===== config.mk =====
export PLATFORM = sky130hd
export DESIGN_NAME = clock3_core
export DESIGN_NICKNAME = d
export VERILOG_FILES = /design/src/rtl/clock3_pkg.sv /design/src/rtl/clock3_core_bcd_to_7seg.sv /design/src/rtl/clock3_core.sv
export SDC_FILE = /design/constraint.sdc
export NUM_CORES = 1
export LEC_CHECK = 0
export BUFFER_PORTS_ARGS = -buffer_cell sky130_fd_sc_hd__buf_2
export CAP_MARGIN = 20
export CORE_MARGIN = 2
export CORE_UTILIZATION = 30
export CTS_BUF_LIST = sky130_fd_sc_hd__clkbuf_2
export DETAILED_ROUTE_END_ITERATION = 6
export PLACE_DENSITY = 0.43
export SYNTH_ARGS = -nofsm -noshare
export SYNTH_HDL_FRONTEND = slang
export SYNTH_SLANG_ARGS = --single-unit

===== constraint.sdc =====
create_clock -name clk_i -period 4.1 [get_ports clk_i]
set_input_delay 0.41 -clock clk_i [delete_from_list [all_inputs] [get_ports clk_i]]
set_output_delay 0.41 -clock clk_i [all_outputs]
set_load 0.005 [all_outputs]

===== src/rtl/clock3_pkg.sv =====
// Shared types, segment patterns and BCD helpers for the clock3 time-of-day core.
// Time is always held in 24-h BCD form; the 12-h view is derived for display only.
package clock3_pkg;

  localparam int SEG_W    = 7;
  localparam int N_DIGITS = 6;

  localparam logic [SEG_W-1:0] SEG_0     = 7'h3F;
  localparam logic [SEG_W-1:0] SEG_1     = 7'h06;
  localparam logic [SEG_W-1:0] SEG_2     = 7'h5B;
  localparam logic [SEG_W-1:0] SEG_3     = 7'h4F;
  localparam logic [SEG_W-1:0] SEG_4     = 7'h66;
  localparam logic [SEG_W-1:0] SEG_5     = 7'h6D;
  localparam logic [SEG_W-1:0] SEG_6     = 7'h7D;
  localparam logic [SEG_W-1:0] SEG_7     = 7'h07;
  localparam logic [SEG_W-1:0] SEG_8     = 7'h7F;
  localparam logic [SEG_W-1:0] SEG_9     = 7'h6F;
  localparam logic [SEG_W-1:0] SEG_BLANK = 7'h00;

  localparam logic [3:0] HR12_MID_HI = 4'd1;
  localparam logic [3:0] HR12_MID_LO = 4'd2;
  localparam logic [3:0] HR12_SUB_LO = 4'd2;
  localparam logic [3:0] HR12_ADD_LO = 4'd8;

  typedef struct packed {
    logic [3:0] hr_hi;
    logic [3:0] hr_lo;
    logic [3:0] min_hi;
    logic [3:0] min_lo;
    logic [3:0] sec_hi;
    logic [3:0] sec_lo;
  } tod_t;

  // 24-h BCD hour to 12-h BCD hour: 00->12, 13..23 -> 01..11
  function automatic logic [7:0] to_12h(
    input logic [3:0] hi,
    input logic [3:0] lo
  );
    logic [7:0] r;
    r = {hi, lo};
    if (hi == 4'd0 && lo == 4'd0)
      r = {HR12_MID_HI, HR12_MID_LO};
    else if (hi == 4'd1 && lo >= 4'd3)
      r = {4'd0, lo - HR12_SUB_LO};
    else if (hi == 4'd2 && lo <= 4'd1)
      r = {4'd0, lo + HR12_ADD_LO};
    else if (hi == 4'd2)
      r = {4'd1, lo - HR12_SUB_LO};
    return r;
  endfunction

  function automatic tod_t tod_inc(input tod_t t);
    tod_t r;
    r = t;
    if (r.sec_lo != 4'd9) begin
      r.sec_lo = r.sec_lo + 4'd1;
    end else begin
      r.sec_lo = 4'd0;
      if (r.sec_hi != 4'd5) begin
        r.sec_hi = r.sec_hi + 4'd1;
      end else begin
        r.sec_hi = 4'd0;
        if (r.min_lo != 4'd9) begin
          r.min_lo = r.min_lo + 4'd1;
        end else begin
          r.min_lo = 4'd0;
          if (r.min_hi != 4'd5) begin
            r.min_hi = r.min_hi + 4'd1;
          end else begin
            r.min_hi = 4'd0;
            if (r.hr_hi == 4'd2 && r.hr_lo == 4'd3) begin
              r.hr_hi = 4'd0;
              r.hr_lo = 4'd0;
            end else if (r.hr_lo == 4'd9) begin
              r.hr_lo = 4'd0;
              r.hr_hi = r.hr_hi + 4'd1;
            end else begin
              r.hr_lo = r.hr_lo + 4'd1;
            end
          end
        end
      end
    end
    return r;
  endfunction

endpackage


===== src/rtl/clock3_core_bcd_to_7seg.sv =====
// BCD digit to active-high seven-segment pattern, bit0 = segment a.
// Codes above 9 turn every segment off.
module bcd_to_7seg
  import clock3_pkg::*;
(
  input  logic [3:0]       bcd_i,
  output logic [SEG_W-1:0] seg_o
);

  always_comb begin
    seg_o = SEG_BLANK;
    case (bcd_i)
      4'd0:    seg_o = SEG_0;
      4'd1:    seg_o = SEG_1;
      4'd2:    seg_o = SEG_2;
      4'd3:    seg_o = SEG_3;
      4'd4:    seg_o = SEG_4;
      4'd5:    seg_o = SEG_5;
      4'd6:    seg_o = SEG_6;
      4'd7:    seg_o = SEG_7;
      4'd8:    seg_o = SEG_8;
      4'd9:    seg_o = SEG_9;
      default: seg_o = SEG_BLANK;
    endcase
  end

endmodule


===== src/rtl/clock3_core.sv =====
// HH:MM:SS time-of-day core: prescaler, BCD chain, synchronised
// validated time-set load, and 12/24-h seven-segment display.
module clock3_core
  import clock3_pkg::*;
#(
  parameter int CLK_HZ      = 50_000_000,
  parameter bit ZEROZ       = 1'b1,
  parameter bit SEG_ACT_LOW = 1'b1,
  parameter int SYNC_STAGES = 2
) (
  input  logic                      clk_i,
  input  logic                      rst_ni,
  input  logic                      load_ni,
  input  logic                      mode12_i,
  input  logic [3:0]                ld_hr_hi_i,
  input  logic [3:0]                ld_hr_lo_i,
  input  logic [3:0]                ld_min_hi_i,
  input  logic [3:0]                ld_min_lo_i,
  output logic [SEG_W*N_DIGITS-1:0] seg_o,
  output logic                      pm_o,
  output logic                      tick_o,
  output logic                      load_err_o
);

  localparam int CW = (CLK_HZ > 1) ? $clog2(CLK_HZ) : 1;
  localparam logic [CW-1:0] CNT_MAX = CW'(CLK_HZ - 1);

  logic [CW-1:0]             cnt_q, cnt_d;
  logic [SYNC_STAGES-1:0]    sync_q, sync_d;
  logic                      prev_q, prev_d;
  tod_t                      tod_q, tod_d;
  logic [SEG_W*N_DIGITS-1:0] seg_q, seg_d;
  logic                      pm_q, pm_d;
  logic                      fresh_q;

  logic req, ld_ok, hr_ok, do_load, wrap, tick;
  logic [7:0] hr12;
  logic [3:0] disp_hi, disp_lo;
  logic       blank_hi;
  logic [3:0]       dig [N_DIGITS];
  logic [SEG_W-1:0] raw [N_DIGITS];

  always_comb begin
    sync_d = {sync_q[SYNC_STAGES-2:0], load_ni};
    prev_d = sync_q[SYNC_STAGES-1];
    req    = prev_q & ~sync_q[SYNC_STAGES-1];
    hr_ok  = (ld_hr_hi_i < 4'd2 && ld_hr_lo_i <= 4'd9) ||
             (ld_hr_hi_i == 4'd2 && ld_hr_lo_i <= 4'd3);
    ld_ok  = hr_ok && ld_min_hi_i <= 4'd5 &&
             ld_min_lo_i <= 4'd9;
    do_load = req & ld_ok;
    wrap    = (cnt_q == CNT_MAX);
    tick    = wrap & ~do_load;
  end

  always_comb begin
    cnt_d = cnt_q + CW'(1);
    tod_d = tod_q;
    if (do_load || wrap)
      cnt_d = '0;
    if (do_load) begin
      tod_d.hr_hi  = ld_hr_hi_i;
      tod_d.hr_lo  = ld_hr_lo_i;
      tod_d.min_hi = ld_min_hi_i;
      tod_d.min_lo = ld_min_lo_i;
      tod_d.sec_hi = 4'd0;
      tod_d.sec_lo = 4'd0;
    end else if (tick) begin
      tod_d = tod_inc(tod_q);
    end
  end

  assign tick_o     = tick;
  assign load_err_o = req & ~ld_ok;

  always_comb begin
    hr12     = to_12h(tod_q.hr_hi, tod_q.hr_lo);
    disp_hi  = mode12_i ? hr12[7:4] : tod_q.hr_hi;
    disp_lo  = mode12_i ? hr12[3:0] : tod_q.hr_lo;
    blank_hi = ZEROZ && (disp_hi == 4'd0);
    pm_d     = mode12_i &&
               (tod_q.hr_hi == 4'd2 ||
                (tod_q.hr_hi == 4'd1 && tod_q.hr_lo >= 4'd2));
    dig[5] = disp_hi;
    dig[4] = disp_lo;
    dig[3] = tod_q.min_hi;
    dig[2] = tod_q.min_lo;
    dig[1] = tod_q.sec_hi;
    dig[0] = tod_q.sec_lo;
  end

  for (genvar i = 0; i < N_DIGITS; i++) begin : g_dig
    bcd_to_7seg u_dec (
      .bcd_i (dig[i]),
      .seg_o (raw[i])
    );
  end

  always_comb begin
    logic [SEG_W-1:0] pat;
    seg_d = '0;
    for (int i = 0; i < N_DIGITS; i++) begin
      pat = raw[i];
      if (i == N_DIGITS - 1 && blank_hi)
        pat = SEG_BLANK;
      seg_d[i*SEG_W +: SEG_W] = SEG_ACT_LOW ? ~pat : pat;
    end
  end

  // Until the first clock after reset the live encoding of the
  // zeroed time is shown, so reset reflects the current mode.
  assign seg_o = fresh_q ? seg_d : seg_q;
  assign pm_o  = pm_q;

  always_ff @(posedge clk_i or negedge rst_ni) begin
    if (!rst_ni) begin
      cnt_q   <= '0;
      sync_q  <= '1;
      prev_q  <= 1'b1;
      tod_q   <= '0;
      seg_q   <= '0;
      pm_q    <= 1'b0;
      fresh_q <= 1'b1;
    end else begin
      cnt_q   <= cnt_d;
      sync_q  <= sync_d;
      prev_q  <= prev_d;
      tod_q   <= tod_d;
      seg_q   <= seg_d;
      pm_q    <= pm_d;
      fresh_q <= 1'b0;
    end
  end

endmodule

==> results of run 1 <==
placed cells by master (no fill, tap or decap), drive strengths merged, types with 5 or more instances in the layout:
master / instances
a21oi: 42
buf: 77
nor3: 8
xnor2: 8
nand2: 51
a31oi: 13
dfrtp: 93
dlygate4sd3: 14
ha: 33
mux2: 38
and3: 8
o22ai: 5
nor2: 86
o21ai: 27
clkbuf: 10
xor2: 18
mux2i: 5
nand4: 9
or3: 8
a22oi: 5
nor4: 9
nand3: 27
inv: 33
clkinv: 5
or2: 7
area by class of cell:
| class | count | area [um^2] |
|---|---|---|
| repair buffers | 91 | 560.5 |
| clock buffers | 10 | 50.05 |
| fillers | 1940 | 12090 |
| inverters | 33 | 123.9 |
| flip-flops and latches | 97 | 2439 |
| clock inverters | 6 | 35.03 |
| well taps | 234 | 292.8 |
| diodes | 3 | 7.507 |
| multi-input cells | 461 | 3108 |
worst max-delay path: stages, from the launching register on:
cell	delay (ps)
dfrtp_2	550
or3_1	440
a31oi_1	320
a2bb2oi_4	220
inv_1	90
ha_1	200
or3_1	340
a21oi_1	190
nor2_1	90
mux2_2	260
buf_2	120
power groups by stage:
stage          Clock (mW)  Combinational (mW)  Sequential (mW)
4_1_cts             0.454               0.694             1.25
3_5_place_dp            0               0.666             1.27
2_1_floorplan           0               0.500             1.20
5_1_grt             0.481               0.806             1.27
3_3_place_gp            0               0.659             1.26
6_report            0.418               0.705             1.24
per-stage QoR:
step | cells | setup WS, ps | setup TNS [ps] | util (%) | instance area (um^2)
2_1_floorplan | 621 | 901.6 | 0 | - | 5714
3_3_place_gp | 893 | 509.9 | 0 | 33.38 | 6243
3_5_place_dp | 893 | 437.6 | 0 | 33.38 | 6243
4_1_cts | 924 | -15.33 | -15.33 | 34.83 | 6515
5_1_grt | 935 | 8.991 | 0 | 35.37 | 6616
6_report | 935 | 238.7 | 0 | 35.37 | 6616
final timing paths:
path / depth (start not counted) / slack, ps / end
setup / recovery: 10 / 240 / seg_o[35]
hold / removal: 3 / 90 / tod_q[21]$_DFFE_PN0P_
setup reg to reg: 6 / 1420 / tod_q[22]$_DFFE_PN0P_
hold reg to reg: 0 / 380 / sync_q[1]$_DFF_PN1_
max in group asynchronous: 3 / 2700 / dig[21]$_DFFE_PN0P_
min in group asynchronous: 2 / 400 / dig[12]$_DFFE_PN0P_
per-layer routing:
metal  GRT usage, %  part of all wire [%]  vias to the layer above
met2          22.78                    48                       68
met4          3.737                   1.1                        0
met3          3.668                   3.5                       12
met1          18.23                    48                     2251
li1               -                     -                     2314
met5              0                     0                        -
logic make-up (layout without fill, tap and decap cells):
logic type / after synthesis / after routing
flip-flops: 97 / 97
buffers and inverters: 63 / 140
XOR/XNOR: 26 / 26
other: 1 / 4
AND/OR/NAND/NOR: 241 / 241
multiplexers: 43 / 43
AO/OA/AOI/OAI: 117 / 117
adder cells (fa/ha/maj): 33 / 33
sequential cells by signal, indices dropped and copies added, names as in the netlist:
name     cells
sync_q       2
fresh_q      1
cnt_q       26
seg_q       42
prev_q       1
tod_q        8
dig         16
pm_o         1
timing repair:
| item | in CTS | in global routing |
|---|---|---|
| pin swaps | 0 | 1 |
| hold buffers | 14 | 0 |
| gates resized for setup | 9 | 9 |
| buffers inserted | 1 | 8 |
| endpoints found under the hold margin | 75 | 0 |
| setup endpoints to repair | 9 | 8 |
==> run summary, run 1 <==
Combinational power share = 29.8%
Arrival time at the worst endpoint = 3450 ps
Post-synth top area cell = dfrtp_1
Vias = 4,645
DRT antenna net count = 0
Row count = 50
Total congestion overflow = 0
Initial antenna violation count = 3
Synthesized area per cell = 9.202 um^2
Mux contribution to synthesized area = 8.364%
Fraction of layout cells with a size suffix above 1 = 23.21%
Final worst path period need = 3861 ps
Outcome = completed
Slew Limit Fails = 0
Critical hold path startpoint = ld_hr_hi_i[1]
Clk slew on worst S/H paths = 260 ps
Routed WL per cell = 14.61 um
Vias in the first global route = 4,541
Clock share of power = 17.7%
DP HPWL = 9.746 mm
DR iter-0 viols = 253
Htree depth = 3
Clock root buffer = clkbuf_2
Pwr per Cell Area = 357.5 nW/um^2
GRT Total Usage = 13.91%
Cell-internal power = 1.514 mW
Min Hold Slack = 88.96 ps
Wire length of the first global-routing pass = 22.50 mm
RSZ-0062 raised after global routing = no
Most common cell in the netlist = dfrtp_1
Synth Warn # = 0
Post-synthesis xor/xnor area fraction = 3.985%
Nets = 746
Num ports = 65
Post-synthesis adder-cell area fraction = 7.226%
Netlist Area Pre-Place = 5714 um^2
Crit path required time = 3690 ps
Crit path max fanout = 12
Die width = 142.0 um
Worst R2R Start = cnt_q[16]$_DFF_PN0_
Die height = 142.0 um
Leakage = 2.822 nW
Max IR drop VDD = 0.0001482 V
Sw Ratio = 35.98%
Post-synth ARST share = 100.0%
Compound-cell area share of the yosys netlist = 12.24%
Seq pwr share = 52.5%
Critical path launch point = tod_q[17]$_DFFE_PN0P_
Top FF cell, synth = dfrtp_1
Final Hold Fails = 0
Effective utilization at floorplan = 30.55%
Largest family of logic cells by synthesized area = simple AND/OR/NAND/NOR gates
Maximum capacitance violations = 0
Syn Nets = 674
CP Launch Type = flop
Worst slew margin = 36.06%
Worst skew pair latency = 640 ps
Avg Vias per Cell = 4.968
Kind of critical path = reg2out
FMAX = 259.0 MHz
Post-synthesis sequential element count = 97
# DRC = 0
Total Power = 2.365 mW
Hold crit path type = in2reg
Synth Area in Simple Gates = 21.35%
Setup Viol. Count Final = 0
Slew at the pin closest to its max-slew limit = 950.4 ps
Final worst path period share = 94.18%
Clock Skews = 52.12 ps
Critical Path Sink Type = output port
CTS max path bufs = 2
Placeable Area = 18,710 um^2
Synth area leaders = dfrtp_1 (41%), mux2_2 (7.5%), ha_1 (7.2%)
Detailed-route wire length = 13.66 mm
Top cell types by occurrence after synthesis = dfrtp_1 (93), nor2_1 (85), nand2_1 (51), a21oi_1 (42), mux2_2 (38)
Clock sink total = 97
Port buffer count = 64
CTS tree = built
Seq/Total Area, Yosys = 42.57%
Total net switching power = 851.1 uW
Die area = 20,170 um^2
Post-synth EDFFs = 0
Area grow syn2layout = 15.79%
Final GP Congestion = 0.7826
Cells after Synth = 621
1st-pass router iterations = 4
Yosys cell types = 60
Largest net degree at the start of global routing = 68
Area share of the largest cell type after synthesis = 40.73%
Total CTS buffers = 9
(Power assumes the default switching activity.)
==> inputs of run 2 (changes only) <==
--- a/config.mk
+++ b/config.mk
@@ -7,6 +7,7 @@
 export LEC_CHECK = 0
 export BUFFER_PORTS_ARGS = -buffer_cell sky130_fd_sc_hd__buf_2
 export CAP_MARGIN = 20
+export CORE_ASPECT_RATIO = 1.2
 export CORE_MARGIN = 2
 export CORE_UTILIZATION = 30
 export CTS_BUF_LIST = sky130_fd_sc_hd__clkbuf_2
==> constraint.sdc (replaced) <==
create_clock -name clk_i -period 4.6 [get_ports clk_i]
set_input_delay 0.46 -clock clk_i [delete_from_list [all_inputs] [get_ports clk_i]]
set_output_delay 0.46 -clock clk_i [all_outputs]
set_load 0.005 [all_outputs]
==> run 2 against run 1 <==
  * Clock-buffer cell count unchanged
  * Die area about the same
  * Clock power up 18%
  * Critical path depth unchanged
  * Register-to-register slack better by 220 ps
  * Final cell count up 0.32%
  * Via count down 0.58%
  * Hold slack worse by 9.7 ps
  * Sequential power down 9.7%
  * Non-clock buffer count down 17
==> run summary, run 2 (same netlist as run 1, synthesis figures left out) <==
Num ports = 65 (unchanged)
Clk slew on worst S/H paths = 320 ps (+60 ps)
Row count = 55 (+10%)
Critical Path Sink Type = output port
Most common cell after layout, fill and taps aside = dfrtp_1
DRT antenna net count = 0 (unchanged)
Detailed-route wire length = 13.48 mm (-1.3%)
Fillers = 1,974 (+1.8%)
CP Cell Sequence = or3b_2 -> or3_1 -> a2bb2oi_2 -> inv_1 -> ha_1 -> or3_1 -> a21oi_1 -> nor2_1 -> mux2_2 -> buf_2
Clock root buffer = clkbuf_2
Largest net degree at the start of global routing = 64 (-5.9%)
RSZ-0062 raised after global routing = no
Placed cells = 914 (+2.4%)
Htree depth = 3 (unchanged)
Worst slew margin = 34.20% (-1.9 points)
Hold crit path type = in2reg
Final worst path period need = 4337 ps
CTS max path bufs = 2 (unchanged)
DP Area = 6264 um^2 (+0.32%)
# Post-CTS Setup Buffers = 0 (-1)
Avg Vias per Cell = 4.923 (-0.90%)
CTS tree = built
Outcome = completed
Final GP Congestion = 0.8016 (+2.4%)
Final worst path period share = 94.27%
Setup tns final = 0 ps (unchanged)
CP Launch Type = flop
Total congestion overflow = 0 (unchanged)
Pwr per Cell Area = 339.2 nW/um^2 (-5.1%)
Highest cell delay on the worst timing path = 640 ps (+90 ps)
Leakage = 2.749 nW (-2.6%)
CP bufs+invs = 2 (unchanged)
Area grow syn2layout = 13.49%
Slew Limit Fails = 0 (unchanged)
Commonest cells after routing, fill and taps aside = dfrtp_1 (92), nor2_1 (85), buf_2 (63)
GRT Total Usage = 14.24% (+0.33 points)
# DRC = 0 (unchanged)
Top cell family by delay on the critical path = simple AND/OR/NAND/NOR gates
Vias in the first global route = 4,618 (+1.7%)
Effective utilization at floorplan = 30.42% (-0.13 points)
Vias = 4,618 (-0.58%)
Crit path required time = 4140 ps (+450 ps)
Maximum capacitance violations = 0 (unchanged)
Kind of critical path = reg2out
Slew at the pin closest to its max-slew limit = 978.0 ps (+27.63 ps)
1st-pass router iterations = 5 (+1)
Initial antenna violation count = 1 (-2)
Most used cell, CP = or3_1
Crit path max fanout = 12 (unchanged)
Max IR drop VDD = 0.0001459 V (-1.5%)
Final Worst Setup Slack = 263.5 ps (+24.78 ps)
Fraction of layout cells with a size suffix above 1 = 20.85% (-2.4 points)
Clock sink total = 97 (unchanged)
Setup WS pre-CTS = 851.6 ps (+414.0 ps)
Die height = 155.2 um (+9.3%)
Total CTS buffers = 9 (unchanged)
Max FFs per register = 42 (unchanged)
Final Cell Area = 6485 um^2 (-2.0%)
Placeable Area = 18,790 um^2 (+0.44%)
Setup Viol. Count Final = 0 (unchanged)
Fin cells = 938 (+0.32%)
Reg with most FFs = seg_q
DR iter-0 viols = 183 (-28%)
Fin util = 34.52% (-0.85 points)
FMAX = 230.6 MHz
Wire length of the first global-routing pass = 22.94 mm (+2.0%)
Arrival time at the worst endpoint = 3880 ps (+430 ps)
Worst skew pair latency = 640 ps (about the same)
Die area = 20,170 um^2 (about the same)
Slowest cell on crit path = or3b_2
DP HPWL = 9.862 mm (+1.2%)
Final Hold Fails = 0 (unchanged)
Clock Skews = 60.12 ps (+8.000 ps)
Routed WL per cell = 14.38 um (-1.6%)
Die width = 130.0 um (-8.5%)
Port buffer count = 64 (unchanged)
Nets = 729 (-2.3%)
-- run 2: cell types whose count changed in the layout (fill, tap and decap cells not counted), moves of 2 or more --
| cell | change |
|---|---|
| bufinv_16 | +2 |
| buf_4 | -10 |
| inv_6 | +2 |
| dlygate4sd3_1 | -7 |
| diode_2 | -2 |
| dfrtp_2 | -4 |
| clkinv_2 | -2 |
| dfrtp_1 | +4 |
-- run 2: metal layers --
metal | vias to the layer above | global-route usage (%) | part of all wire (%)
met5 | - | 0 | 0
met1 | 2254 | 17.32 | 44
met2 | 78 | 24.93 | 51
met3 | 22 | 3.061 | 3.5
met4 | 0 | 4.506 | 1.6
li1 | 2264 | - | -
-- run 2: report_power, final --
part / internal, mW / switching, mW
sequential: 0.986 / 0.132
clock: 0.185 / 0.308
combinational: 0.272 / 0.317
total: 1.44 / 0.757
-- run 2: area by class of cell --
class,count,area (um^2),share of cell area (%)
inverter,33,123.9,1.910
tap,256,320.3,4.939
clock inverter,6,90.09,1.389
multi-input combinational,461,3049,47.02
clock buffer,10,50.05,0.7718
antenna,1,2.502,0.03859
timing repair buffer,74,415.4,6.406
sequential,97,2434,37.53
-- run 2: worst min-delay path: cells and delay by family --
family	cells	cell delay, ps
AND/OR/NAND/NOR	1	110
buffers and inverters	1	120
AO/OA/AOI/OAI	1	50
-- run 2: repair_timing --
action                                  4_1_cts  5_1_grt
hold buffers                                  7        0
endpoints found under the setup margin        0        4
resized for setup                             0        3
hold endpoints to repair                     67        0
-- run 2: final timing paths --
kind,startpoint,end,slack (ps),cells past startpoint
setup reg to reg,tod_q[19]$_DFFE_PN0P_,seg_q[31]$_DFF_PN0_,1640,9
hold reg to reg,sync_q[0]$_DFF_PN1_,sync_q[1]$_DFF_PN1_,380,0
setup / recovery,tod_q[22]$_DFFE_PN0P_,seg_o[35],260,10
min in group asynchronous,rst_ni,seg_q[38]$_DFF_PN0_,410,2
hold / removal,ld_hr_hi_i[0],tod_q[20]$_DFFE_PN0P_,80,3
max in group asynchronous,rst_ni,prev_q$_DFF_PN1_,3180,3
-- run 2: through the flow --
step                      power (mW)  hold WS [ps]
final                          2.200         79.24
after floorplan                1.512         164.4
after global routing           2.385         5.275
after CTS                      2.244         9.709
after global placement         1.714         349.5
after detailed placement       1.727         351.1
